--- config.mk ---
export PLATFORM = sky130hd
export DESIGN_NAME = ucode_loader
export DESIGN_NICKNAME = d
export VERILOG_FILES = /design/src/rtl/ucode_loader_pkg.sv /design/src/rtl/ucode_word_asm.sv /design/src/rtl/ucode_loader.sv
export SDC_FILE = /design/constraint.sdc
export NUM_CORES = 1
export LEC_CHECK = 0
export ABC_AREA = 1
export CORE_MARGIN = 2
export CORE_UTILIZATION = 58
export DETAILED_ROUTE_END_ITERATION = 6
export PLACE_DENSITY_LB_ADDON = 0.25
export SLEW_MARGIN = 0
export SYNTH_ARGS = -nofsm -noshare
export SYNTH_HDL_FRONTEND = slang
export SYNTH_SLANG_ARGS = --single-unit
export TNS_END_PERCENT = 5
--- constraint.sdc ---
create_clock -name clk -period 3.7 [get_ports clk]
set_input_delay 0.37 -clock clk [delete_from_list [all_inputs] [get_ports clk]]
set_output_delay 0.37 -clock clk [all_outputs]
set_load 0.03 [all_outputs]
--- src/rtl/ucode_loader_pkg.sv ---
// Shared microword geometry and loader state encoding; imported by the control sequencer too.
// Microword layout, MSB to LSB: {dp_ctrl, c_ctrl, next_addr}.
package ucode_loader_pkg;

    localparam int DEF_LOG_MEMSIZE    = 4;
    localparam int DEF_NUM_D_CTRLBITS = 5;
    localparam int DEF_NUM_C_CTRLBITS = 2;

    typedef enum logic [1:0] {
        IDLE  = 2'd0,
        DATA  = 2'd1,
        WRITE = 2'd2,
        DONE  = 2'd3
    } state_t;

    function automatic int uword_width(input int d_bits, input int c_bits, input int log_mem);
        return d_bits + c_bits + log_mem;
    endfunction

    function automatic int uword_bytes(input int w);
        return (w + 7) / 8;
    endfunction

    // Index width that stays legal when the count collapses to one.
    function automatic int idx_width(input int n);
        return (n > 1) ? $clog2(n) : 1;
    endfunction

    function automatic int next_addr_lsb();
        return 0;
    endfunction

    function automatic int c_ctrl_lsb(input int log_mem);
        return log_mem;
    endfunction

    function automatic int dp_ctrl_lsb(input int c_bits, input int log_mem);
        return log_mem + c_bits;
    endfunction

endpackage

--- src/rtl/ucode_word_asm.sv ---
// Little-endian byte-to-microword assembler; word register updates on the edge accepting the last byte.
// No backpressure of its own: it takes whatever byte strobe the loader gives it; pad errors are sticky.
module ucode_word_asm
    import ucode_loader_pkg::*;
#(
    parameter int W   = 11,
    parameter int NB  = uword_bytes(W),
    parameter int BIW = idx_width(NB)
) (
    input  logic           clk,
    input  logic           rst,
    input  logic           byte_vld,
    input  logic [BIW-1:0] byte_idx,
    input  logic           byte_last,
    input  logic [7:0]     byte_dat,
    output logic [W-1:0]   word,
    output logic           pad_err
);

    logic [8*NB-1:0] acc_q;
    logic [8*NB-1:0] acc_nxt;
    logic [8*NB-1:0] pad_bits;
    logic            pad_hit;

    always_comb begin
        acc_nxt = acc_q;
        acc_nxt[8*int'(byte_idx) +: 8] = byte_dat;
    end

    // Anything at or above bit W can only come from the final byte.
    assign pad_bits = acc_nxt >> W;
    assign pad_hit  = |pad_bits;

    always_ff @(posedge clk or negedge rst) begin
        if (!rst) begin
            acc_q   <= '0;
            word    <= '0;
            pad_err <= 1'b0;
        end else if (byte_vld) begin
            acc_q <= acc_nxt;
            if (byte_last) begin
                word <= acc_nxt[W-1:0];
                if (pad_hit) begin
                    pad_err <= 1'b1;
                end
            end
        end
    end

endmodule

--- src/rtl/ucode_loader.sv ---
// Fills the control store from a header+bytes stream, one write strobe per word, stalling the sequencer.
// Write lands the cycle after a word's last byte; in_ready drops during WRITE and DONE, else host may stall freely.
module ucode_loader
    import ucode_loader_pkg::*;
#(
    parameter  int P_LOG_MEMSIZE    = DEF_LOG_MEMSIZE,
    parameter  int P_NUM_D_CTRLBITS = DEF_NUM_D_CTRLBITS,
    parameter  int P_NUM_C_CTRLBITS = DEF_NUM_C_CTRLBITS,
    localparam int W = uword_width(P_NUM_D_CTRLBITS, P_NUM_C_CTRLBITS, P_LOG_MEMSIZE)
) (
    input  logic                     clk,
    input  logic                     rst,
    input  logic [7:0]               in_data,
    input  logic                     in_valid,
    output logic                     in_ready,
    output logic                     mem_we,
    output logic [P_LOG_MEMSIZE-1:0] mem_addr,
    output logic [W-1:0]             mem_wdata,
    output logic                     cpu_hold,
    output logic                     load_done,
    output logic                     err
);

    localparam int NB  = uword_bytes(W);
    localparam int BIW = idx_width(NB);
    localparam logic [BIW-1:0]         LAST_BYTE = BIW'(NB - 1);
    localparam logic [BIW-1:0]         BYTE_ONE  = BIW'(1);
    localparam logic [P_LOG_MEMSIZE:0] CNT_ONE   = (P_LOG_MEMSIZE + 1)'(1);

    state_t                   state, state_nxt;
    logic [P_LOG_MEMSIZE:0]   word_cnt;
    logic [P_LOG_MEMSIZE:0]   word_idx;
    logic [BIW-1:0]           byte_idx;
    logic [P_LOG_MEMSIZE-1:0] hdr_cnt;
    logic                     accept;
    logic                     data_vld;
    logic                     byte_last;
    logic                     last_word;

    assign accept    = in_valid && in_ready;
    assign data_vld  = accept && (state == DATA);
    assign byte_last = (byte_idx == LAST_BYTE);
    assign hdr_cnt   = in_data[P_LOG_MEMSIZE-1:0];
    // One extra bit so a full-depth load (header 0) terminates at all-ones.
    assign last_word = (word_idx == word_cnt - CNT_ONE);

    always_ff @(posedge clk or negedge rst) begin
        if (!rst) begin
            state <= IDLE;
        end else begin
            state <= state_nxt;
        end
    end

    always_comb begin
        state_nxt = state;
        case (state)
            IDLE:    if (accept) state_nxt = DATA;
            DATA:    if (accept && byte_last) state_nxt = WRITE;
            WRITE:   state_nxt = last_word ? DONE : DATA;
            DONE:    state_nxt = IDLE;
            default: state_nxt = IDLE;
        endcase
    end

    always_comb begin
        in_ready  = 1'b0;
        mem_we    = 1'b0;
        load_done = 1'b0;
        case (state)
            IDLE, DATA: in_ready  = rst;
            WRITE:      mem_we    = 1'b1;
            DONE:       load_done = 1'b1;
            default:    ;
        endcase
    end

    always_ff @(posedge clk or negedge rst) begin
        if (!rst) begin
            word_cnt <= '0;
            word_idx <= '0;
            byte_idx <= '0;
            mem_addr <= '0;
            cpu_hold <= 1'b1;
        end else begin
            case (state)
                IDLE: if (accept) begin
                    word_cnt <= (hdr_cnt == '0) ? {1'b1, {P_LOG_MEMSIZE{1'b0}}} : {1'b0, hdr_cnt};
                    word_idx <= '0;
                    byte_idx <= '0;
                    cpu_hold <= 1'b1;
                end
                DATA: if (accept) begin
                    if (byte_last) begin
                        mem_addr <= word_idx[P_LOG_MEMSIZE-1:0];
                    end else begin
                        byte_idx <= byte_idx + BYTE_ONE;
                    end
                end
                WRITE: if (!last_word) begin
                    word_idx <= word_idx + CNT_ONE;
                    byte_idx <= '0;
                end
                DONE: cpu_hold <= 1'b0;
                default: ;
            endcase
        end
    end

    ucode_word_asm #(
        .W   (W),
        .NB  (NB),
        .BIW (BIW)
    ) u_word_asm (
        .clk       (clk),
        .rst       (rst),
        .byte_vld  (data_vld),
        .byte_idx  (byte_idx),
        .byte_last (byte_last),
        .byte_dat  (in_data),
        .word      (mem_wdata),
        .pad_err   (err)
    );

endmodule

==> flow_metrics.py <==
metrics = {
    "logic_synthesis": {
        "synth-async-reset-ratio_pct": 100,
        "synth.distinct_cells": 24,
        "synth_common_cells": "117 x nand2_1, 45 x dfrtp_1, 36 x o21ai_0",
        "netlist_instances": 292,
        "synth_area_um2": 2280,
        "synth-seq-cells": 46,
        "postSynthAreaPerCell_um2": 7.82,
        "yosysWarnings": 0,
        "yosys-top-cells-area": "dfrtp_1 49%, nand2_1 19%, o21ai_0 7.9%",
        "yosys.area.top_type": "dfrtp_1",
        "yosys_most_used_dff": "dfrtp_1",
        "syn_nets": 305,
        "synth_most_common_cell": "nand2_1",
        "synth.top_cell.area_share_pct": 49.3,
        "synth_edf_count": 0,
        "ys_seq_area_share_pct": 50.5,
    },
    "worst_setup_path": {
        "cp_max_fo": 5,
        "path_buf_inv": 2,
        "r2r-start": "byte_idx",
        "cp_data_arrival_time_ps": 1650,
        "path_delay_family": "buffers and inverters",
        "worstReg2RegEnd": "u_word_asm.acc_q[1]",
        "crit_chain": "inv_2 -> nor2_4 -> clkdlybuf4s50_1",
        "critPathRequiredTime_ps": 3330,
        "startpoint": "state[1]",
        "r2r_slack_ps": 1880,
        "rr_worst_depth": 4,
        "slowest_stage": "clkdlybuf4s50_1",
        "crit_path_end_kind": "primary output",
        "max_stage_delay_ps": 690,
        "critPathLaunchType": "flop",
        "crit_type": "reg2out",
    },
    "global_route": {
        "grt_max_degree": 47,
        "antenna_found_initial": 0,
        "grt_first_pass_wirelength_um": 7500,
        "grt_pass1_vias": 1687,
        "grt_use_total_pct": 22.9,
        "gr-total-overflow": 0,
    },
    "floorplanning": {
        "initial_core_util_pct": 61.4,
        "dieArea_um2": 4450,
        "die_height_um": 66.7,
        "placementRows": 22,
        "fp.dieW_um": 66.7,
        "core_area_um2": 3720,
        "io_pins": 31,
    },
    "power_and_ir_drop": {
        "ir_drop_mv": 0.427,
        "p_leak_nw": 1.37,
        "power_density_nw_per_um2": 798,
    },
    "sta": {
        "max_freq_mhz": 494,
        "slew_viol_final": 0,
        "setup_tns_ps": 0,
        "max_slew_margin_pct": 48.7,
        "worstMarginPinSlew_ps": 770,
        "fin_crit_ps": 2020,
        "skew_ps": 11.0,
        "hold_viol": 0,
        "finalSetupViolCount": 0,
        "whs_ps": 143,
        "rsz0062_at_grt": "no",
        "period_share_pct": 54.7,
    },
    "place": {
        "io_buffers": 30,
        "hpwlAfterDp_um": 3130,
        "gp_congestion": 0.812,
        "dp_cells": 362,
    },
    "final_layout": {
        "layout.nets": 334,
        "final_util_pct": 72.7,
        "nFillCells": 296,
        "drive_above_1_share_pct": 6.83,
        "final_cell_count_no_fill": 370,
        "antenna_cells": 0,
        "area_growth_pct": 18.3,
    },
    "cts": {
        "clk_path_buf_depth": 2,
        "cts_setup_buffers": 0,
        "cts-buffers-inserted": 5,
        "cts_tree": "done",
        "cts_max_level": 2,
        "cts.sinks": 46,
        "cts-root-buf": "clkbuf_8",
        "ctsResizeCount": 0,
        "cts_hold_buf": 0,
        "clkTransAtPathRegs_ps": 90,
        "clk_latency_ps": 300,
    },
    "routing": {
        "dr.pass1.iters": 4,
        "drc": 0,
        "num_vias": 1847,
        "routed_wl_um": 4410,
        "ant_nets": 0,
        "drt_iter0_drc": 153,
        "wl_per_cell_um": 11.9,
        "viasPerCell": 4.99,
    },
    "flow_run": {
        "drv_cap": 0,
    },
    "min_path": {
        "hold_path_class": "in2async",
    },
    "run_status": {
        "outcome": "finished, final reports clean",
    },
}
==> power by group <==
group,leakage [nW],switching [W],internal (W)
sequential,0.589,0.000153,0.000705
combinational,0.730,0.000579,0.000347
clock,0.0504,0.000170,0.000201
total,1.37,0.000902,0.00125
==> cell families (layout without fill, tap and decap cells) <==
logic type                 Yosys count  after routing  synth area share (%)
xor gates and xnor gates             3              3                  1.15
and+or+nand+nor                    153            153                  29.2
buffers and inverters               47             77                  8.83
adders and majority gates            2              2                  1.10
DFF                                 46             46                  50.5
AOI/OAI and AO/OA                   41             41                  9.21
==> cell usage in the layout (no fill, tap or decap), drive strengths merged <==
cell type      count
xor2               2
bufinv             1
nand2            121
a21boi             1
a21o               1
clkinvlp           2
clkdlybuf4s50     29
nor2              14
a21oi              3
dfstp              1
buf                2
o21ai             36
nor3b              1
ha                 2
nand4              1
dfrtp             45
inv               38
clkbuf             5
nand3             16
xnor2              1
==> how the worst max path moves through the flow <==
| stage | to | slack [ps] | cells past startpoint |
|---|---|---|---|
| 2_1_floorplan | u_word_asm.word[2] | 2240 | 8 |
| 3_3_place_gp | u_word_asm.pad_err | 1770 | 6 |
| 3_5_place_dp | u_word_asm.word[1] | 1700 | 7 |
| 4_1_cts | mem_we | 1660 | 3 |
| 5_1_grt | mem_we | 1610 | 3 |
| 6_report | mem_we | 1680 | 3 |
==> metal layers <==
| layer | GRT usage (%) | up-vias | wire length [µm] |
|---|---|---|---|
| li1 | - | 961 | - |
| met4 | 7.91 | 0 | 53 |
| met2 | 35.1 | 51 | 1960 |
| met3 | 6.08 | 7 | 239 |
| met1 | 31.5 | 828 | 2160 |
| met5 | 0 | - | 0 |
==> worst reg2reg max path: stages, from the launching register on <==
cell and delay, ps:
dfrtp_1 850, inv_1 310, o21ai_0 370, nand2_1 110
o21ai_0 100
==> sequential cells by signal, summed over array words and instances (netlist names) <==
name	cells
word_cnt	5
u_word_asm.word	11
cpu_hold	1
u_word_asm.pad_err	1
state	2
word_idx	5
u_word_asm.acc_q	16
mem_addr	4
byte_idx	1
==> through the flow <==
stage                     instance area (µm²)  setup slack, ps  power, W
after floorplan                          2280             2240   0.00149
after global placement                   2590             1770   0.00176
after detailed placement                 2590             1700   0.00179
after CTS                                2700             1660   0.00216
after global routing                     2700             1610   0.00233
final                                    2700             1680   0.00215
==> cell type report <==
cell class                 count  area (µm²)  share of cell area, %
clock buffer                   5        68.8                   2.55
clock inverter                 3        45.0                   1.67
inverter                      38         143                   5.28
multi-input combinational    199         928                   34.4
sequential                    46        1150                   42.7
tap                           48        60.1                   2.22
timing repair buffer          31         303                   11.2
Power figures use the tool's default switching activity.
